## config.mk

```make
export PLATFORM = sky130hd
export DESIGN_NAME = ex_muldiv_sequencer
export DESIGN_NICKNAME = d
export VERILOG_FILES = /design/src/rtl/ex_muldiv_sequencer.sv
export SDC_FILE = /design/constraint.sdc
export NUM_CORES = 1
export LEC_CHECK = 0
export CORE_ASPECT_RATIO = 2
export CORE_MARGIN = 2
export CORE_UTILIZATION = 65
export DETAILED_ROUTE_END_ITERATION = 10
export PLACE_DENSITY_LB_ADDON = 0.15
export RECOVER_POWER = 25
export SLEW_MARGIN = 20
export SYNTH_ARGS = -nofsm -noshare
export SYNTH_HDL_FRONTEND = slang
export SYNTH_SLANG_ARGS = --single-unit
```

## constraint.sdc

```tcl
create_clock -name clk -period 5.73 [get_ports clk]
set_clock_uncertainty 0.15 [all_clocks]
set_input_delay 1.4325 -clock clk [delete_from_list [all_inputs] [get_ports clk]]
set_output_delay 1.4325 -clock clk [all_outputs]
set_load 0.03 [all_outputs]
```

## src/rtl/ex_muldiv_sequencer.sv

```systemverilog
// Iterative unsigned multiply/divide unit for the EX stage: radix-2 shift-add multiply and
// restoring divide, 32 RUN cycles per operation, stalling the pipeline while it works.
module ex_muldiv_sequencer (
    input  logic        clk,
    input  logic        resetn,
    input  logic        StartE,
    input  logic [1:0]  MulDivOpE,
    input  logic [31:0] SrcAE,
    input  logic [31:0] SrcBE,
    input  logic        FlushE,
    output logic        BusyE,
    output logic        DoneE,
    output logic [31:0] ResultE
);

    typedef enum logic [1:0] {
        IDLE = 2'b00,
        RUN  = 2'b01,
        DONE = 2'b10
    } state_t;

    localparam logic [1:0] OP_MUL   = 2'b00;
    localparam logic [1:0] OP_MULHU = 2'b01;
    localparam logic [1:0] OP_DIVU  = 2'b10;

    state_t      state_q, state_d;
    logic [4:0]  cnt_q;
    logic [1:0]  op_q;
    logic [31:0] a_q, b_q;
    logic [63:0] prod_q;
    logic [32:0] rem_q;

    logic        accept, div_zero, last_iter;
    logic [32:0] mul_sum, div_shift, div_diff, rem_next;
    logic [63:0] mul_next;
    logic [31:0] quo_next, final_result;
    logic        div_ge;

    assign accept    = (state_q == IDLE) && StartE && !FlushE;
    assign div_zero  = MulDivOpE[1] && (SrcBE == 32'd0);
    assign last_iter = (cnt_q == 5'd31);

    // NOTE: state register uses non-blocking assignment; the next-state logic lives in always_comb.
    always_ff @(posedge clk or negedge resetn) begin
        if (!resetn) state_q <= IDLE;
        else         state_q <= state_d;
    end

    // NOTE: every always_comb output gets a default first so no latch is inferred.
    always_comb begin
        state_d = state_q;
        BusyE   = 1'b0;
        DoneE   = 1'b0;
        case (state_q)
            IDLE: begin
                if (accept) begin
                    BusyE   = 1'b1;
                    state_d = div_zero ? DONE : RUN;
                end
            end
            RUN: begin
                BusyE = 1'b1;
                if (FlushE)         state_d = IDLE;
                else if (last_iter) state_d = DONE;
            end
            DONE: begin
                DoneE   = 1'b1;
                state_d = IDLE;
            end
            default: state_d = IDLE;
        endcase
    end

    // One multiply step: add multiplicand into the high half when the current multiplier bit
    // is set, then shift the whole product right; the multiplier is consumed from prod_q[31:0].
    assign mul_sum  = {1'b0, prod_q[63:32]} + (prod_q[0] ? {1'b0, a_q} : 33'd0);
    assign mul_next = {mul_sum, prod_q[31:1]};

    // One restoring-divide step: prod_q[31:0] holds the dividend shifting out at the top
    // while quotient bits shift in at the bottom.
    assign div_shift = {rem_q[31:0], prod_q[31]};
    assign div_diff  = div_shift - {1'b0, b_q};
    assign div_ge    = !div_diff[32];
    assign rem_next  = div_ge ? div_diff : div_shift;
    assign quo_next  = {prod_q[30:0], div_ge};

    always_comb begin
        case (op_q)
            OP_MUL:   final_result = mul_next[31:0];
            OP_MULHU: final_result = mul_next[63:32];
            OP_DIVU:  final_result = quo_next;
            default:  final_result = rem_next[31:0];
        endcase
    end

    // NOTE: all datapath registers take the asynchronous reset so an aborted operation leaves nothing behind.
    always_ff @(posedge clk or negedge resetn) begin
        if (!resetn) begin
            cnt_q   <= 5'd0;
            op_q    <= 2'b00;
            a_q     <= 32'd0;
            b_q     <= 32'd0;
            prod_q  <= 64'd0;
            rem_q   <= 33'd0;
            ResultE <= 32'd0;
        end else if (accept) begin
            cnt_q  <= 5'd0;
            op_q   <= MulDivOpE;
            a_q    <= SrcAE;
            b_q    <= SrcBE;
            prod_q <= {32'd0, (MulDivOpE[1] ? SrcAE : SrcBE)};
            rem_q  <= 33'd0;
            if (div_zero)
                ResultE <= (MulDivOpE == OP_DIVU) ? 32'hFFFF_FFFF : SrcAE;
        end else if (state_q == RUN && !FlushE) begin
            if (!last_iter) cnt_q <= cnt_q + 5'd1;
            if (op_q[1]) begin
                prod_q <= {prod_q[63:32], quo_next};
                rem_q  <= rem_next;
            end else begin
                prod_q <= mul_next;
            end
            if (last_iter) ResultE <= final_result;
        end
    end

endmodule

```

=== Word-level counts from Yosys, hierarchy flattened ===
Index checks and enable logic that the tools add are counted.

* Output and inout bits: 34
* Register bits: 201
* Logic and storage cells: 66
* Input bits: 70

* Mux-type cells: 26
* Add/sub/neg operators: 3
* Reductions and logical operators: 17
* Equality and inequality tests: 11

{| class="wikitable"
|+ Operators with widths
! operator !! number
|-
| 32-bit 2-to-1 mux || 11
|-
| 64-bit 2-to-1 mux || 3
|-
| 32-bit case mux with 3 select lines || 1
|-
| 32-bit by 32-bit adder with 33-bit output || 1
|-
| 33-bit by 32-bit subtractor with 33-bit output || 1
|-
| 32-bit logical NOT || 1
|-
| 5-bit 2-to-1 mux || 3
|-
| 2-bit 2-to-1 mux || 4
|-
| 2-bit AND reduction || 4
|-
| 2-bit equality test (second input constant) || 3
|-
| 2-bit nonzero test || 3
|-
| 5-bit by 1-bit adder with 5-bit output (second input constant) || 1
|-
| 5-bit equality test (second input constant) || 1
|-
| 2-bit by 1-bit equality test with 1-bit output (second input constant) || 2
|-
| 1-bit logical AND || 4
|-
| 2-bit logical NOT || 2
|-
| 2-bit by 1-bit != test with 1-bit output (second input constant) || 2
|-
| 2-bit != test (second input constant) || 2
|-
| 2-bit case mux with 2 select lines || 1
|-
| 3-bit != test (second input constant) || 1
|-
| 3-bit AND reduction || 1
|-
| 1-bit logical NOT || 2
|-
| 1-bit 2-to-1 mux || 2
|-
| 1-bit case mux with 2 select lines || 1
|}

=== Depth between registers and ports, before layout ===
Gate-level depths: netlist (run 1).

* Depth after elaboration: 6
* Gate-level depth with buffers: 16
* Gate-level depth less buffers: 13

=== Worst setup path after synthesis (run 1) ===
No wires, ideal clock.

* Kind: input to output
* Start point: in StartE
* End point: out BusyE
* Stages: 6
* Path slack: 1361 ps
* Data arrival time: 2787 ps
* Data required time: 4148 ps
* Buffers on the path: 3
* Cells stage by stage: clkbuf_1 nor2b_1 nand2_1 clkbuf_1 buf_1 o21ai_0

* Longest elaborated chain between the ends: 4

{| class="wikitable"
|+ Ends and longest elaborated chain
! item !! RTL line !! RTL
|-
| start: declaration || 6 || <nowiki>input logic StartE,</nowiki>
|-
| 1-bit logical AND (2 in a row) || 39 || <nowiki>assign accept = (state_q == IDLE) && StartE && !FlushE;</nowiki>
|-
| 1-bit 2-to-1 mux || 56 || <nowiki>if (accept) begin</nowiki>
|-
| 1-bit case mux with 2 select lines || 54 || <nowiki>case (state_q)</nowiki>
|-
| end: declaration || 11 || <nowiki>output logic BusyE,</nowiki>
|}

No other way between the ends.

=== Worst setup path in the final report (run 1) ===
* Start point: reg prod_q[0]
* End point: reg ResultE[27]

* Longest elaborated chain between the ends: 6

{| class="wikitable"
|+ Ends and longest elaborated chain
! item !! RTL line !! RTL
|-
| start: declaration || 30 || <nowiki>logic [63:0] prod_q;</nowiki>
|-
| start signal: assignment || 111 || <nowiki>prod_q <= {32'd0, (MulDivOpE[1] ? SrcAE : SrcBE)};</nowiki>
|-
| start signal: assignment || 118 || <nowiki>prod_q <= {prod_q[63:32], quo_next};</nowiki>
|-
| start signal: assignment || 121 || <nowiki>prod_q <= mul_next;</nowiki>
|-
| 32-bit 2-to-1 mux || 76 || <nowiki>assign mul_sum = {1'b0, prod_q[63:32]} + (prod_q[0] ? {1'b0, a_q} : 33'd0);</nowiki>
|-
| 32-bit by 32-bit adder with 33-bit output || 76 ||
|-
| 32-bit case mux with 3 select lines || 88 || <nowiki>case (op_q)</nowiki>
|-
| 32-bit 2-to-1 mux || 123 || <nowiki>if (last_iter) ResultE <= final_result;</nowiki>
|-
| 32-bit 2-to-1 mux || 115 || <nowiki>end else if (state_q == RUN && !FlushE) begin</nowiki>
|-
| 32-bit 2-to-1 mux || 106 || <nowiki>end else if (accept) begin</nowiki>
|-
| end signal: assignment || 114 || <nowiki>ResultE <= (MulDivOpE == OP_DIVU) ? 32'hFFFF_FFFF : SrcAE;</nowiki>
|-
| end signal: assignment || 123 ||
|-
| end: declaration || 13 || <nowiki>output logic [31:0] ResultE</nowiki>
|}

No other way between the ends. The select of a mux whose other input is x is not followed.
A chain may end at the register's enable or synchronous reset.

==> results of run 1 <==
## stage by stage
| stage | utilization, % | total power [mW] | std cells |
|---|---|---|---|
| after floorplan | - | 2.93 | 1640 |
| after global placement | 71.4 | 3.38 | 1931 |
| after detailed placement | 71.4 | 3.43 | 1931 |
| after CTS | 74.6 | 4.81 | 1966 |
| after global routing | 74.6 | 5.06 | 1966 |
| final | 74.6 | 4.84 | 1966 |
## synthesized netlist by cell type, types with 9 or more instances
cell / count
a21o_1: 30
a21oi_1: 109
a221oi_1: 18
a22o_1: 32
a31oi_1: 16
and2_1: 46
and3_1: 11
buf_1: 9
clkbuf_1: 82
dfrtp_1: 201
ha_1: 66
inv_1: 62
mux2_2: 31
mux2i_1: 58
nand2_1: 250
nand2b_1: 11
nand3_1: 43
nand4_1: 12
nor2_1: 86
nor3_1: 16
o211ai_1: 12
o21a_1: 14
o21ai_0: 185
o22ai_1: 33
or3_1: 15
xnor2_1: 36
xor2_1: 18
## critical path: cells and delay by family (launching register included)
kind,cells,cell delay (ns)
mux,1,0.16
buf+inv,1,0.06
compound gates,6,2.06
simple gates,3,0.52
fa+ha+maj,2,0.61
flops,1,0.99
## cell type report
class	count	area share, %
clock buffer	27	3.66
clock inverter	8	0.644
inverter	63	1.52
multi-input combinational	1272	51.9
sequential	201	32.4
tap	269	2.17
timing repair buffer	126	7.69
## routing by layer
| layer | wire, um | part of all wire (%) | vias to the layer above |
|---|---|---|---|
| li1 | - | - | 5986 |
| met1 | 16200 | 37 | 6293 |
| met2 | 21500 | 49 | 739 |
| met3 | 3170 | 7.2 | 179 |
| met4 | 3100 | 7.0 | 0 |
| met5 | 0 | 0 | - |
## kinds of logic after synthesis
logic type,Yosys count,share of synthesized area [%]
adder cells (fa/ha/maj),68,6.30
buffers and inverters,167,4.86
flip-flops,201,36.6
multiplexers,89,6.76
AND/OR/NAND/NOR,523,17.3
AO/OA/AOI/OAI,538,24.7
XOR/XNOR,54,3.44
## power by group through the flow
stage | clock (mW) | combinational (mW) | sequential [mW]
final | 1.38 | 1.64 | 1.82
after detailed placement | 0 | 1.60 | 1.84
after global placement | 0 | 1.56 | 1.82
after CTS | 1.38 | 1.61 | 1.81
after floorplan | 0 | 1.14 | 1.79
after global routing | 1.43 | 1.79 | 1.84
## state kept, by name, summed over array words and instances, names as in the netlist
signal / count
a_q: 32
rem_q: 32
prod_q: 64
ResultE: 32
op_q: 2
state_q: 2
b_q: 32
cnt_q: 5
## worst paths after layout
kind | start | slack, ns | depth (start not counted) | end
max | prod_q[0] | 1.03 | 13 | ResultE[27]
min | a_q[12] | 0.32 | 2 | a_q[12]
max reg2reg | prod_q[0] | 1.03 | 13 | ResultE[27]
min reg2reg | a_q[12] | 0.32 | 2 | a_q[12]
max in group asynchronous | resetn | 1.61 | 2 | ResultE[9]
min in group asynchronous | resetn | 1.48 | 1 | a_q[9]
## placed cells by master, fill, tap and decap left out, types with 11 or more instances in the layout
| cell type | count |
|---|---|
| a221oi_1 | 18 |
| and2_1 | 45 |
| mux2_2 | 31 |
| xor2_1 | 18 |
| nor2_1 | 85 |
| and3_1 | 11 |
| clkdlybuf4s50_1 | 99 |
| nand3_1 | 43 |
| o21a_1 | 14 |
| a21o_1 | 30 |
| o21ai_0 | 185 |
| o22ai_1 | 33 |
| nand4_1 | 12 |
| nor3_1 | 16 |
| nand2_1 | 248 |
| or3_1 | 15 |
| inv_1 | 62 |
| clkbuf_16 | 21 |
| nand2b_1 | 11 |
| buf_4 | 22 |
| ha_1 | 66 |
| o211ai_1 | 12 |
| a21oi_1 | 109 |
| a22o_1 | 32 |
| dfrtp_1 | 200 |
| xnor2_1 | 36 |
| mux2i_1 | 58 |
| a31oi_1 | 16 |
==> results by group, run 1 <==
Status
  • Status: finished, violations left
  • Failing checks: max-capacitance violations, max-slew violations

STA
  • Total negative slack: 0 ns
  • Slew Limit Fails: 95
  • Tmin final: 4.70 ns
  • Final period utilization: 82.0%
  • Relative slew margins: -63.1%
  • Final worst setup slack: 1.03 ns
  • Least-Margin Pin Slew: 2.45 ns
  • # setup viols final: 0
  • Hold Vio Cnt, Final: 0
  • Tightest hold margin: 0.318 ns
  • Fmax: 213 MHz
  • RSZ-0062 raised after global routing: false

Yosys
  • Cell type with the largest total area after synthesis: dfrtp_1
  • Top-area cell type share of the netlist area: 36.6%
  • Post-synth EDFFs: 0
  • Most used DFF post-synth: dfrtp_1
  • Yosys reg bits: 201
  • Sequential area share after synthesis: 36.6%
  • Cell area after synthesis: 13700 sq um
  • Synth warn: 0
  • Ys async rst share: 100%
  • Synth Instances: 1640
  • Synth cell types: 75
  • Syn Nets: 1778
  • Avg Cell Area, Syn: 8.38 sq um
  • Area contributors post-synth: dfrtp_1 (37%), nand2_1 (6.8%), o21ai_0 (6.7%)

Final layout
  • Syn-to-layout area delta: 13.0%
  • # fillers: 1667
  • Nets: 1822
  • Final instance area: 15500 sq um
  • Multi-input gate area: 8070 sq um
  • Layout cell share with drive strength beyond 1: 6.31%
  • Antenna diode count: 0
  • FF+latch area: 5030 sq um

Clock tree
  • Clock Tree Buf Depth: 3
  • Cts hold-fix bufs: 0
  • H-tree Lvls: 1
  • Clock-pin slew on the worst setup and hold paths: 0.07 ns
  • CTS tree: yes
  • Worst-skew pair later-pin latency: 0.51 ns
  • Total CTS buffers: 20
  • Post-CTS Resized: 0
  • CTS Sinks: 201
  • Clk Tree Root Cell: clkbuf_16
  • Post-CTS Setup Inserts: 0

Place
  • DP Worst Slack: 0.817 ns
  • Placed inst area: 14900 sq um
  • RePlAce Congestion: 0.971
  • DP HPWL: 32.3 mm
  • Port Buffers: 103

Critical path
  • Crit path max-delay cell type: dfrtp_1
  • Cells along the critical path: and2_1, ha_1, inv_1, fa_1, nor2b_1, o211ai_1, a311oi_1, o31a_1, o21ai_1, mux2i_1, a2111oi_0, o2bb2ai_1, nor3_1
  • Kind of critical path: flip-flop to flip-flop
  • Critical Path Source Type: flip-flop
  • Crit Path Max Fanout: 35
  • Crit-path max cell delay: 0.99 ns
  • Critical path endpoint category: flip-flop
  • Required time of the critical path: 5.97 ns
  • Worst EP arrival: 4.94 ns

Drt
  • Post-Route WL: 44.0 mm
  • DR WL/cell: 22.4 um
  • DR vias: 13200
  • Drt pass-1 iters: 6
  • Starting DRT DRC Count: 1611
  • Vias/cell: 6.71
  • Routed Antenna Nets: 0
  • Residual DRC: 0

Power and ir drop
  • Static leakage: 6.98 nW
  • Power share of the clock group: 28.4%
  • Pwr Density: 312 nW/um^2
  • Gate power share: 33.9%
  • Register share of total power: 37.6%
  • Switching share of total power: 36.5%
  • Pint: 3.07 mW
  • Switching power: 1.77 mW
  • Worst vdd ir: 281 uV

Flow run
  • Max cap viols: 2

Global route
  • Tot GR Track Use: 39.4%
  • Met1 Usage GRT: 47.0%
  • GRT overflow: 0
  • Vias in the first global route: 13100
  • Largest net degree at the start of global routing: 96
  • First-pass GRT wire length: 68.9 mm
  • GRT met2 Usage: 67.0%
  • Met3 usage: 4.69%
  • Initial antenna violation count: 0
  • Top Usage Layer GRT: met2

Floorplanning
  • Initial Util: 66.0%
  • Die area: 22400 sq um
  • # rows: 75
  • Die width: 107 um
  • Die Height: 210 um
  • Core area: 20800 sq um
  • Ports: 104

Worst hold path
  • Worst min path class: flip-flop to flip-flop
No activity file was read; power rests on OpenSTA's default activity.
==> inputs of run 2 (changes only) <==
--- a/config.mk
+++ b/config.mk
@@ -7,7 +7,7 @@
 export LEC_CHECK = 0
 export CORE_ASPECT_RATIO = 2
 export CORE_MARGIN = 2
-export CORE_UTILIZATION = 65
+export CORE_UTILIZATION = 60
 export DETAILED_ROUTE_END_ITERATION = 10
 export PLACE_DENSITY_LB_ADDON = 0.15
 export RECOVER_POWER = 25
==> constraint.sdc (replaced) <==
create_clock -name clk -period 4.4 [get_ports clk]
set_clock_uncertainty 0.15 [all_clocks]
set_input_delay 1.1 -clock clk [delete_from_list [all_inputs] [get_ports clk]]
set_output_delay 1.1 -clock clk [all_outputs]
set_load 0.03 [all_outputs]
==> run 2 against run 1 <==
Against the previous run: the run still ends with max-capacitance violations, max-slew violations left; register-to-register slack worse by 0.65 ns; routed wire length rose by 3.7%; sequential share of layout area shrank 0.46 points; global-route usage is 2.4 points lower; final cell count rose by 1.4%; critical endpoint unchanged; largest cell class unchanged.
==> results by group, run 2 (synthesis results as in run 1) <==
Clock tree
  • Clock-pin slew on the worst setup and hold paths: 0.07 ns
  • H-tree Lvls: 1
  • CTS Sinks: 201
  • CTS tree: yes
  • Post-CTS Setup Inserts: 0
  • Cts hold-fix bufs: 0
  • Clock Tree Buf Depth: 3
  • Post-CTS Resized: 0
  • Total CTS buffers: 20
  • Clk Tree Root Cell: clkbuf_16
  • Worst-skew pair later-pin latency: 0.52 ns

Floorplanning
  • Die width: 111 um
  • Die area: 24200 sq um
  • # rows: 78
  • Ports: 104
  • Initial Util: 60.7%
  • Core area: 22600 sq um
  • Die Height: 218 um

Final layout
  • # fillers: 1899
  • Commonest non-fill, non-tap cell in the layout: nand2_1
  • Nets: 1837
  • FF+latch area: 5030 sq um
  • Multi-input gate area: 8070 sq um
  • Syn-to-layout area delta: 14.6%
  • Final Core Density: 69.6%
  • Most frequent cells in the layout: nand2_1 (249), dfrtp_1 (200), o21ai_0 (185), a21oi_1 (109), clkdlybuf4s50_1 (99)
  • Flip-flop count of the largest register after layout: 64
  • Biggest register: prod_q
  • Layout cell share with drive strength beyond 1: 7.06%
  • Antenna diode count: 0

Drt
  • Vias/cell: 6.67
  • DR vias: 13300
  • Post-Route WL: 45.6 mm
  • Drt pass-1 iters: 7
  • Starting DRT DRC Count: 1590
  • Routed Antenna Nets: 0
  • Residual DRC: 0
  • DR WL/cell: 22.9 um

Critical path
  • R2R cell count: 15
  • Required time of the critical path: 4.64 ns
  • Worst setup startpoint: prod_q[0]
  • Crit Path Max Fanout: 13
  • Crit-path max cell delay: 0.47 ns
  • FF-to-FF Start: prod_q[0]
  • Critical path endpoint category: flip-flop
  • Critical Path Source Type: flip-flop
  • Cells along the critical path: buf_4, and2_1, ha_1, inv_1, fa_1, nor2b_1, o211ai_1, a311oi_1, o31a_1, o21ai_1, mux2i_1, a2111oi_0, buf_4, o2bb2ai_1, nor3_1
  • Worst EP arrival: 4.27 ns
  • Critical Path Stages: 15
  • Kind of critical path: flip-flop to flip-flop
  • Crit path max-delay cell type: a311oi_1
  • Worst path bufs/invs: 3
  • Most Frequent Cell on Critical Path: buf_4
  • Crit path max-delay family: compound AO/OA/AOI/OAI gates

STA
  • # setup viols final: 0
  • Hold Vio Cnt, Final: 0
  • Least-Margin Pin Slew: 2.61 ns
  • Fmax: 249 MHz
  • Total negative slack: 0 ns
  • Slew Limit Fails: 96
  • Tightest hold margin: 0.316 ns
  • RSZ-0062 raised after global routing: false
  • Tmin final: 4.02 ns
  • Final period utilization: 91.4%
  • Relative slew margins: -73.8%

Global route
  • Initial antenna violation count: 0
  • First-pass GRT wire length: 71.5 mm
  • Vias in the first global route: 13300
  • Largest net degree at the start of global routing: 97
  • Tot GR Track Use: 37.1%
  • GRT overflow: 0

Power and ir drop
  • Worst vdd ir: 460 uV
  • Static leakage: 7.09 nW
  • Pwr Density: 411 nW/um^2

Status
  • Status: finished, violations left
  • Failing checks: max-capacitance violations, max-slew violations

Place
  • Port Buffers: 103
  • RePlAce Congestion: 0.981
  • DP HPWL: 33.9 mm

Worst hold path
  • Hold path cells: 2
  • Worst min path class: flip-flop to flip-flop
  • Hold_sp: a_q[30]

Flow run
  • Max cap viols: 1
[run 2: cell count changes in the layout (fill, tap and decap cells not counted), sizes merged]
cell    delta
bufinv     +2
clkinv     -2
clkbuf     +1
inv        -1
buf       +16
[run 2: path summary, 6_finish.rpt]
check                         endpoint  slack, ns
setup / recovery           ResultE[27]       0.38
hold / removal                 a_q[30]       0.32
setup reg to reg           ResultE[27]       0.38
hold reg to reg                a_q[30]       0.32
max in group asynchronous      op_q[1]       1.15
min in group asynchronous       a_q[9]       1.20
[run 2: power breakdown]
part	internal (mW)	total, mW	switching [mW]
Sequential	2.14	2.37	0.234
Clock	1.15	1.92	0.773
Combinational	0.855	2.18	1.32
Total	4.14	6.47	2.33
[run 2: layer usage]
| layer | up-vias | GRT usage (%) | part of all wire (%) |
|---|---|---|---|
| met5 | - | 0 | 0 |
| met2 | 622 | 63.7 | 49 |
| met4 | 0 | 22.7 | 7.0 |
| met3 | 179 | 3.70 | 6.2 |
| li1 | 6038 | - | - |
| met1 | 6460 | 44.8 | 38 |
[run 2: final cells by class]
| cell class | instances | share of cell area (%) |
|---|---|---|
| multi-input combinational | 1272 | 51.2 |
| sequential | 201 | 31.9 |
| timing repair buffer | 141 | 8.64 |
| clock buffer | 29 | 3.65 |
| tap | 280 | 2.22 |
| inverter | 63 | 1.50 |
| clock inverter | 7 | 0.873 |
[run 2: worst register-to-register path, stage by stage (launching register included)]
cell and delay (ns):
dfrtp_1 0.36, buf_4 0.19, and2_1 0.15, ha_1 0.17, inv_1 0.06, fa_1 0.44
nor2b_1 0.19, o211ai_1 0.13, a311oi_1 0.47, o31a_1 0.33, o21ai_1 0.26, mux2i_1 0.18
a2111oi_0 0.44, buf_4 0.21, o2bb2ai_1 0.12, nor3_1 0.06
[run 2: metrics by stage]
stage	setup slack [ns]	instances	cell area (sq um)	power, mW
floorplan	0.696	1640	13700	3.82
global placement	0.466	1957	15100	4.46
detailed placement	0.440	1957	15100	4.52
CTS	0.417	1993	15800	6.43
global route	0.204	1993	15800	6.76
finish	0.376	1993	15800	6.47
